## src/rtl/reaction_pkg.sv

```systemverilog
// Shared types and constants for the reaction-timer sequencer.
// Contents: the FSM state type, the LFSR seed and feedback mask, the BCD
// value shown for an early press, and two helper functions (LFSR step and
// integer-to-BCD conversion for elaboration-time constants).
package reaction_pkg;

  typedef enum logic [2:0] {
    IDLE,
    WAIT,
    TIMING,
    DONE,
    EARLY,
    TIMEOUT
  } state_t;

  localparam logic [15:0] LFSR_SEED = 16'hACE1;
  localparam logic [15:0] LFSR_MASK = 16'hB400;
  localparam logic [15:0] BCD_MAX   = 16'h9999;

  // One step of the right-shifting Galois LFSR. The mask is a maximal-length
  // polynomial, so a non-zero state never reaches zero.
  function automatic logic [15:0] lfsr_step(input logic [15:0] s);
    return {1'b0, s[15:1]} ^ (s[0] ? LFSR_MASK : 16'h0000);
  endfunction

  // Four-digit BCD encoding of a small integer, used for constants only.
  function automatic logic [15:0] to_bcd(input int unsigned n);
    logic [15:0] r;
    r = '0;
    for (int i = 0; i < 4; i++) begin
      r[4*i +: 4] = 4'((n / (10 ** i)) % 10);
    end
    return r;
  endfunction

endpackage

```

## src/rtl/bcd_counter4.sv

```systemverilog
// Four-digit synchronous BCD up-counter.
// Ports:
//   clk  in   system clock
//   rst  in   synchronous active-high reset, clears the count
//   clr  in   synchronous clear
//   inc  in   add one to the count (decimal carry between digits)
//   q    out  {thousands, hundreds, tens, ones}, 4 bits per digit
// The count wraps 9999 -> 0000.
module bcd_counter4 (
  input  logic        clk,
  input  logic        rst,
  input  logic        clr,
  input  logic        inc,
  output logic [15:0] q
);

  logic [15:0] q_next;
  logic        carry;

  // NOTE: every variable written here gets a default first, so no path leaves
  // it unassigned and no latch is inferred.
  always_comb begin
    q_next = q;
    carry  = inc;
    for (int i = 0; i < 4; i++) begin
      if (carry) begin
        if (q[4*i +: 4] == 4'd9) begin
          q_next[4*i +: 4] = 4'd0;
        end else begin
          q_next[4*i +: 4] = q[4*i +: 4] + 4'd1;
          carry            = 1'b0;
        end
      end
    end
  end

  // NOTE: sequential state uses non-blocking assignments so every flop samples
  // the pre-edge values regardless of block ordering.
  always_ff @(posedge clk) begin
    if (rst || clr) begin
      q <= '0;
    end else begin
      q <= q_next;
    end
  end

endmodule

```

## src/rtl/reaction_sequencer.sv

```systemverilog
// Control FSM for the reaction-timer game:
//   arm -> random wait -> stimulus LED -> millisecond timing -> result.
// Ports:
//   clk           in   system clock
//   rst           in   synchronous active-high reset
//   start         in   1-cycle pulse, arm a trial
//   stop          in   1-cycle pulse, player reaction
//   clear         in   1-cycle pulse, abort or acknowledge, back to idle
//   stim_led      out  stimulus lamp, high only while timing
//   bcd           out  result digits {thou, hund, tens, ones}
//   busy          out  high while waiting or timing
//   result_valid  out  high when a result (done/early/timeout) is shown
//   early         out  stop was pressed before the stimulus
//   timeout       out  no stop within TIMEOUT_MS
// Input priority within one cycle: rst > clear > stop > start > tick.
module reaction_sequencer
  import reaction_pkg::*;
#(
  parameter int TICK_DIV    = 100_000,
  parameter int MIN_WAIT_MS = 2000,
  parameter int RAND_BITS   = 13,
  parameter int TIMEOUT_MS  = 1000
) (
  input  logic        clk,
  input  logic        rst,
  input  logic        start,
  input  logic        stop,
  input  logic        clear,
  output logic        stim_led,
  output logic [15:0] bcd,
  output logic        busy,
  output logic        result_valid,
  output logic        early,
  output logic        timeout
);

  localparam int WAIT_W = $clog2(MIN_WAIT_MS + 2 ** RAND_BITS);
  localparam int PRE_W  = (TICK_DIV > 1) ? $clog2(TICK_DIV) : 1;

  // The count that the next tick turns into TIMEOUT_MS.
  localparam logic [15:0] TIMEOUT_LAST = to_bcd(TIMEOUT_MS - 1);

  state_t              state, state_next;
  logic [PRE_W-1:0]    presc;
  logic                tick;
  logic [15:0]         lfsr;
  logic [WAIT_W-1:0]   wait_cnt;
  logic [15:0]         cnt_q;
  logic                cnt_inc, cnt_clr;
  logic                phase_entry;

  assign tick = (presc == PRE_W'(TICK_DIV - 1));

  // The prescaler restarts whenever a timed phase begins, so the first tick
  // of WAIT or TIMING lands exactly TICK_DIV cycles after entry.
  assign phase_entry = ((state_next == WAIT)   && (state != WAIT)) ||
                       ((state_next == TIMING) && (state != TIMING));

  always_comb begin
    state_next = state;
    cnt_inc    = 1'b0;
    cnt_clr    = 1'b0;
    if (clear) begin
      state_next = IDLE;
      cnt_clr    = 1'b1;
    end else begin
      case (state)
        IDLE: begin
          if (start) state_next = WAIT;
        end
        WAIT: begin
          // stop beats the expiring tick in the same cycle.
          if (stop) begin
            state_next = EARLY;
          end else if (tick && (wait_cnt == WAIT_W'(1))) begin
            state_next = TIMING;
            cnt_clr    = 1'b1;
          end
        end
        TIMING: begin
          // A tick coinciding with stop is discarded: the count freezes.
          if (stop) begin
            state_next = DONE;
          end else if (tick) begin
            cnt_inc = 1'b1;
            if (cnt_q == TIMEOUT_LAST) state_next = TIMEOUT;
          end
        end
        default: ;
      endcase
    end
  end

  always_ff @(posedge clk) begin
    if (rst) begin
      state        <= IDLE;
      lfsr         <= LFSR_SEED;
      presc        <= '0;
      wait_cnt     <= '0;
      stim_led     <= 1'b0;
      busy         <= 1'b0;
      result_valid <= 1'b0;
      early        <= 1'b0;
      timeout      <= 1'b0;
    end else begin
      state <= state_next;
      lfsr  <= lfsr_step(lfsr);

      if (phase_entry || tick) begin
        presc <= '0;
      end else begin
        presc <= presc + PRE_W'(1);
      end

      if ((state == IDLE) && (state_next == WAIT)) begin
        wait_cnt <= WAIT_W'(MIN_WAIT_MS) + WAIT_W'(lfsr[RAND_BITS-1:0]);
      end else if ((state == WAIT) && (state_next == WAIT) && tick) begin
        wait_cnt <= wait_cnt - WAIT_W'(1);
      end

      // Flags are registered from the next state so they move together with it.
      stim_led     <= (state_next == TIMING);
      busy         <= (state_next == WAIT) || (state_next == TIMING);
      result_valid <= (state_next == DONE) || (state_next == EARLY) ||
                      (state_next == TIMEOUT);
      early        <= (state_next == EARLY);
      timeout      <= (state_next == TIMEOUT);
    end
  end

  bcd_counter4 u_counter (
    .clk (clk),
    .rst (rst),
    .clr (cnt_clr),
    .inc (cnt_inc),
    .q   (cnt_q)
  );

  // The counter sits at zero throughout WAIT and EARLY, so the early flag
  // (itself a flop) substitutes the all-nines marker without a load path.
  assign bcd = early ? BCD_MAX : cnt_q;

endmodule

```

## config.mk

```make
export PLATFORM = sky130hd
export DESIGN_NAME = reaction_sequencer
export DESIGN_NICKNAME = d
export VERILOG_FILES = /design/src/rtl/reaction_pkg.sv /design/src/rtl/bcd_counter4.sv /design/src/rtl/reaction_sequencer.sv
export SDC_FILE = /design/constraint.sdc
export NUM_CORES = 1
export LEC_CHECK = 0
export BUFFER_PORTS_ARGS = -buffer_cell sky130_fd_sc_hd__buf_4
export CAP_MARGIN = 5
export CELL_PAD_IN_SITES_DETAIL_PLACEMENT = 1
export CELL_PAD_IN_SITES_GLOBAL_PLACEMENT = 2
export CORE_AREA = 2 2 94 114
export DETAILED_ROUTE_END_ITERATION = 8
export DIE_AREA = 0 0 96 116
export GPL_TIMING_DRIVEN = 0
export PLACE_DENSITY_LB_ADDON = 0.1
export SYNTH_ARGS = -nofsm -noshare
export SYNTH_HDL_FRONTEND = slang
export SYNTH_SLANG_ARGS = --single-unit
```

## constraint.sdc

```tcl
create_clock -name clk -period 2.6 [get_ports clk]
set_input_delay 0.26 -clock clk [delete_from_list [all_inputs] [get_ports clk]]
set_output_delay 0.26 -clock clk [all_outputs]
set_load 0.05 [all_outputs]
```

* After elaboration in Yosys (flattened, before gate mapping)
Index checks and enable logic that the tools add are counted.
Word-level totals: flip-flop bits (word level) 71, logic and storage cells 82
Operators by class: add/sub/neg operators 7, eq/ne operators 16, multiplexer cells 30, bitwise operators 1, reduce and logical (&&, ||, !) cells 15
Operators with widths (count):
- 2-to-1 mux 16 bit | 2
- 2-to-1 mux 14 bit | 2
- 2-to-1 mux 3 bit | 7
- adder 17 x 1 -> 17 bit (second input constant) | 1
- == test 17 bit (second input constant) | 1
- adder 4 x 1 -> 4 bit (second input constant) | 4
- == test 16 x 12 -> 1 bit (second input constant) | 1
- == test 4 bit (second input constant) | 4
- 2-to-1 mux 4 bit | 4
- XOR 15 x 16 -> 16 bit | 1
- adder 11 x 13 -> 14 bit (first input constant) | 1
- == test 14 x 1 -> 1 bit (second input constant) | 1
- 2-to-1 mux 1 bit | 14
- subtractor 14 x 1 -> 14 bit (second input constant) | 1
- == test 3 x 2 -> 1 bit (second input constant) | 3
- case mux 3 bit (3 select lines) | 1
- == test 3 x 1 -> 1 bit (second input constant) | 2
- == test 3 bit (second input constant) | 2
- logical AND 1 bit | 6
- logical OR 1 bit | 6
- zero test 3 bit | 1
- inequality test 3 x 1 -> 1 bit (second input constant) | 1
- inequality test 3 x 2 -> 1 bit (second input constant) | 1
- nonzero test 2 bit | 1
- OR reduction 2 bit | 1

* Logic depth before layout (Yosys ltp)
depth after elaboration 11, depth in mapped cells 10

* By module
Synthesis repeated with hierarchy kept, for this count alone.
Unflattened totals: cell total of the unflattened synthesis 427, area, all modules 3677.3 um^2
Modules (own cells, without submodules):
- reaction_sequencer | times used 1, cells an instance 335, area an instance 2870.3 um^2, seq. area each 1101.1 um^2
- bcd_counter4 | times used 1, cells an instance 92, area an instance 807.0 um^2, seq. area each 320.3 um^2

* Worst setup path before layout
OpenSTA, ideal clock, no wires.
path type register to register, from register presc[0], to register u_counter.q[7], setup time 0.138 ns, data arrival time 2.205 ns, required time 2.462 ns, setup slack 0.258 ns, stages on the path, launching flop included 10, path buffers 1, path through dfxtp_1 -> ha_1 -> and4_2 -> nand4_2 -> or4b_1 -> buf_2 -> nor4b_4 -> nand3_1 -> xor2_1 -> nor3_2
On the way: longest elaborated chain between the ends 7
Ends and longest elaborated chain:
- start: declaration | RTL line reaction_sequencer.sv:44 | logic [PRE_W-1:0] presc;
- start signal: assignment | RTL line reaction_sequencer.sv:112 | presc <= presc + PRE_W'(1);
- == test 17 bit (*) | RTL line reaction_sequencer.sv:52 | assign tick = (presc == PRE_W'(TICK_DIV - 1));
- logical AND 1 bit | RTL line reaction_sequencer.sv:75 | end else if (tick && (wait_cnt == WAIT_W'(1))) begin
- 2-to-1 mux 1 bit | RTL line reaction_sequencer.sv:75
- 2-to-1 mux 1 bit | RTL line reaction_sequencer.sv:73 | if (stop) begin
- 2-to-1 mux 1 bit | RTL line reaction_sequencer.sv:67 | case (state)
- 2-to-1 mux 1 bit | RTL line reaction_sequencer.sv:63 | if (clear) begin
- logical OR 1 bit | RTL line bcd_counter4.sv:40 | if (rst || clr) begin
- end signal: assignment | RTL line bcd_counter4.sv:43 | q <= q_next;
- end: declaration | RTL line bcd_counter4.sv:14 | output logic [15:0] q
Mark *: on every way between the ends. The rest lies on a longest branch, timed or not. A chain may end at the register's enable or synchronous reset.

* Worst setup path after layout
from register presc[1], to register u_counter.q[5]
The elaborated chain is that of the path after synthesis.

==> results.md <==
* IO buf count at 23
* Crit path cell chain: ha_4 -> and4_4 -> nand4_4 -> or4b_1 -> buf_2 -> nor4b_4 -> buf_4 -> mux2i_1 -> nor2_1
* Hold depth at 3
* Num CTS Buffers at 9
* Unique masters post-synth at 59
* Routed Antenna Nets at 0
* Max Slew Vio Count at 0
* Required @ worst endpoint at 2.81 ns
* Peak supply drop at between 0.3 and 0.4 mV
* Core Util, Final at 0.433
* Status: finished, final reports clean
* H-tree levels at 3
* Via density at 5.36
* Worst-Margin Slew at 0.594 ns
* Hold Crit Class: input port to register
* Gr usage total at 0.188
* Worst Hold Path EP: state[2]$_SDFF_PP0_
* Number of synthesis warnings at 0
* Wirelength per Cell at 16.4 um
* Hold WS at between 0.3 and 0.4 ns
* Synth area leader: dfxtp_1
* Crit-path slowest cell: or4b_1
* Syn avg cell area at around 8.4 um2
* Post-Syn Area at between 3000 and 4000 um2
* I/O pin count at 26
* Final Non-Filler Cells at 592
* Worst R2R Start: presc[1]$_SDFF_PP0_
* Power Total at 2600 uW
* Placed Cells at roughly 570
* Drt first pass iters at 4
* Synth area leaders: dfxtp_1 40%, nor2_1 6.8%, xor2_1 4.5%
* Register bit total from synthesis at 71
* Ant. Diodes at 0
* Setup violators final at 0
* Min-delay src: clear
* Buf+Inv Stages, Crit Path at 2
* Sequential share of the synthesized area at 0.402
* Setup slack, reg-to-reg at about 0.15 ns
* Placer Congestion at between 0.8 and 0.9
* Gr ovfl total at 0
* CTS root buffer: clkbuf_16
* Placed Area at 3870 um2
* Clock sink count at 71
* Nets@finish at 472
* Crit path kind: register to register
* Largest net degree at the start of global routing at 11
* Crit path capture type: register
* Final critical-path share of the clock period at 0.943
* Final hold viol count at 0
* Clk Latency, worst-skew pair at 0.33 ns
* DIE HEIGHT at 116 um
* Crit path launch type: register
* Share of the synthesized area in the top cell type at 0.402
* Drt drc at 0
* First-pass GRT wire length at 16.0 mm
* Post-DP HPWL at 6.90 mm
* Power per cell area at 602 nW/um2
* FMAX at 408 MHz
* Core Area at 9960 um2
* Initial Util at 0.355
* Initial antenna violation count at 0
* Final Cell Area at approximately 4300 um2
* Iteration-0 DRC Markers at 59
* Asr flop ratio synth at 0
* Crit path DAT at between 2 and 3 ns
* Clock-pin slew on the worst setup and hold paths at 0.05 ns
* Vias at ~3200
* Leak pwr at 0.00160 uW
* WL final at 9.71 mm
* Area delta synth->final at 22.0%
* Max Buffers Root-to-Sink at 2
* Gate Count Post-Synth at 422
* Crit path max-delay family: simple AND/OR/NAND/NOR gates
* CTS tree: done
* Vias in the first global route at 3227
* Crit-path max FO at 6
* Num rows at 40
* Ys flop type: dfxtp_1
* Die outline area at 11100 um2
* Die width at between 90 and 100 um
* Net count after synthesis at 431
* Maxcap violations at 0
* Clk_skew at 0.00478 ns
* Slew HR at 0.601
* RR Endpoint: u_counter.q[5]$_SDFFE_PP0P_
* Worst path max stage delay at 0.53 ns
* Reg2Reg Depth at 9
* Post-synth EDFFs at 0
* Final min period at 2.45 ns
* Layout cells sized above 1 at 0.200
## through the flow
stage | setup slack, ns | setup TNS, ns
2_1_floorplan | 0.258 | 0
3_3_place_gp | -0.330 | -5.54
3_5_place_dp | -0.383 | -7.04
4_1_cts | 0.00808 | 0
5_1_grt | -0.0346 | -0.0655
6_report | 0.149 | 0
## layer usage
metal,vias to the layer above,share of wire,GRT usage
li1,1567,-,-
met1,1561,0.44,0.220
met2,30,0.52,0.331
met3,13,0.023,0.0371
met4,0,0.016,0.0771
met5,-,0,0
## synthesized netlist by cell type (2+ instances only)
library cell / count
o21ai_0: 14
nand2b_1: 2
nor4bb_1: 2
nand3b_1: 3
buf_1: 2
or2_2: 17
a22oi_1: 4
o41ai_1: 2
o32ai_1: 3
clkbuf_1: 14
a21oi_1: 27
and3_1: 6
o211ai_1: 2
and4bb_2: 2
nor3b_1: 3
nor4_1: 6
dfxtp_1: 71
xor2_1: 18
nor4_2: 2
nand4_1: 7
buf_2: 4
nand2_1: 24
nor4b_1: 2
a31oi_1: 3
nand4_2: 2
nor2_1: 64
nor4b_4: 2
or3_1: 3
nand3_1: 16
xnor2_1: 16
a211o_1: 3
mux2i_1: 2
a21o_1: 2
nor3_1: 16
o31ai_1: 2
and4_1: 2
ha_1: 4
nor2b_1: 16
inv_1: 12
## tightest hold or removal path, stage by stage
cell	delay, ns
buf_4	0.14
or3_1	0.16
inv_1	0.04
## cells by family after synthesis
group           share of synthesized area
xor+xnor                           0.0842
mux                               0.00885
flops                               0.402
buf+inv                            0.0354
simple gates                        0.326
fa+ha+maj                          0.0142
compound gates                      0.130
## power breakdown
group          total, uW  switching (uW)  internal [uW]  leakage, uW
Combinational        303             187            116     0.000890
Clock               1120             437            686     0.000132
Sequential          1170            42.9           1130     0.000579
## final cells by class
cell class              count  area [um2]
plain buffers              18        75.1
clock buffers              13         260
clock inverters             1        5.00
fillers                  1188        5650
inverters                  12        45.0
multi-input cells         319        2110
flip-flops and latches     71        1420
well taps                 126         158
repair buffers             32         240
## repair_timing
| action | CTS | global route |
|---|---|---|
| setup endpoints to repair | 41 | 37 |
| endpoints found under the hold margin | 0 | 0 |
| setup buffers | 4 | 5 |
| hold buffers | 0 | 0 |
| pin swaps | 1 | 3 |
| gates resized for setup | 14 | 13 |
## placed cells by master (no fill, tap or decap), types with 13 or more instances in the layout
cell type  instances
xor2_1            18
nand3_1           15
nor3_1            15
nor2b_1           16
or2_2             17
a21oi_1           27
dfxtp_1           69
buf_4             32
nor2_1            64
nand2_1           23
o21ai_0           13
xnor2_1           16
## state kept, by name, summed over array words and instances, names as in the netlist
| signal | count |
|---|---|
| busy | 1 |
| wait_cnt | 14 |
| stim_led | 1 |
| timeout | 1 |
| early | 1 |
| presc | 17 |
| state | 3 |
| u_counter.q | 16 |
| result_valid | 1 |
| lfsr | 16 |
## worst max path at each step
stage	startpoint	end	cells after the start
floorplan	presc[0]$_SDFF_PP0_	u_counter.q[7]$_SDFFE_PP0P_	9
global placement	presc[0]$_SDFF_PP0_	presc[12]$_SDFF_PP0_	9
detailed placement	presc[0]$_SDFF_PP0_	presc[12]$_SDFF_PP0_	9
CTS	state[1]$_SDFF_PP0_	busy$_SDFF_PP0_	10
global route	presc[0]$_SDFF_PP0_	u_counter.q[5]$_SDFFE_PP0P_	9
finish	presc[1]$_SDFF_PP0_	u_counter.q[5]$_SDFFE_PP0P_	9
(Power assumes the default switching activity.)
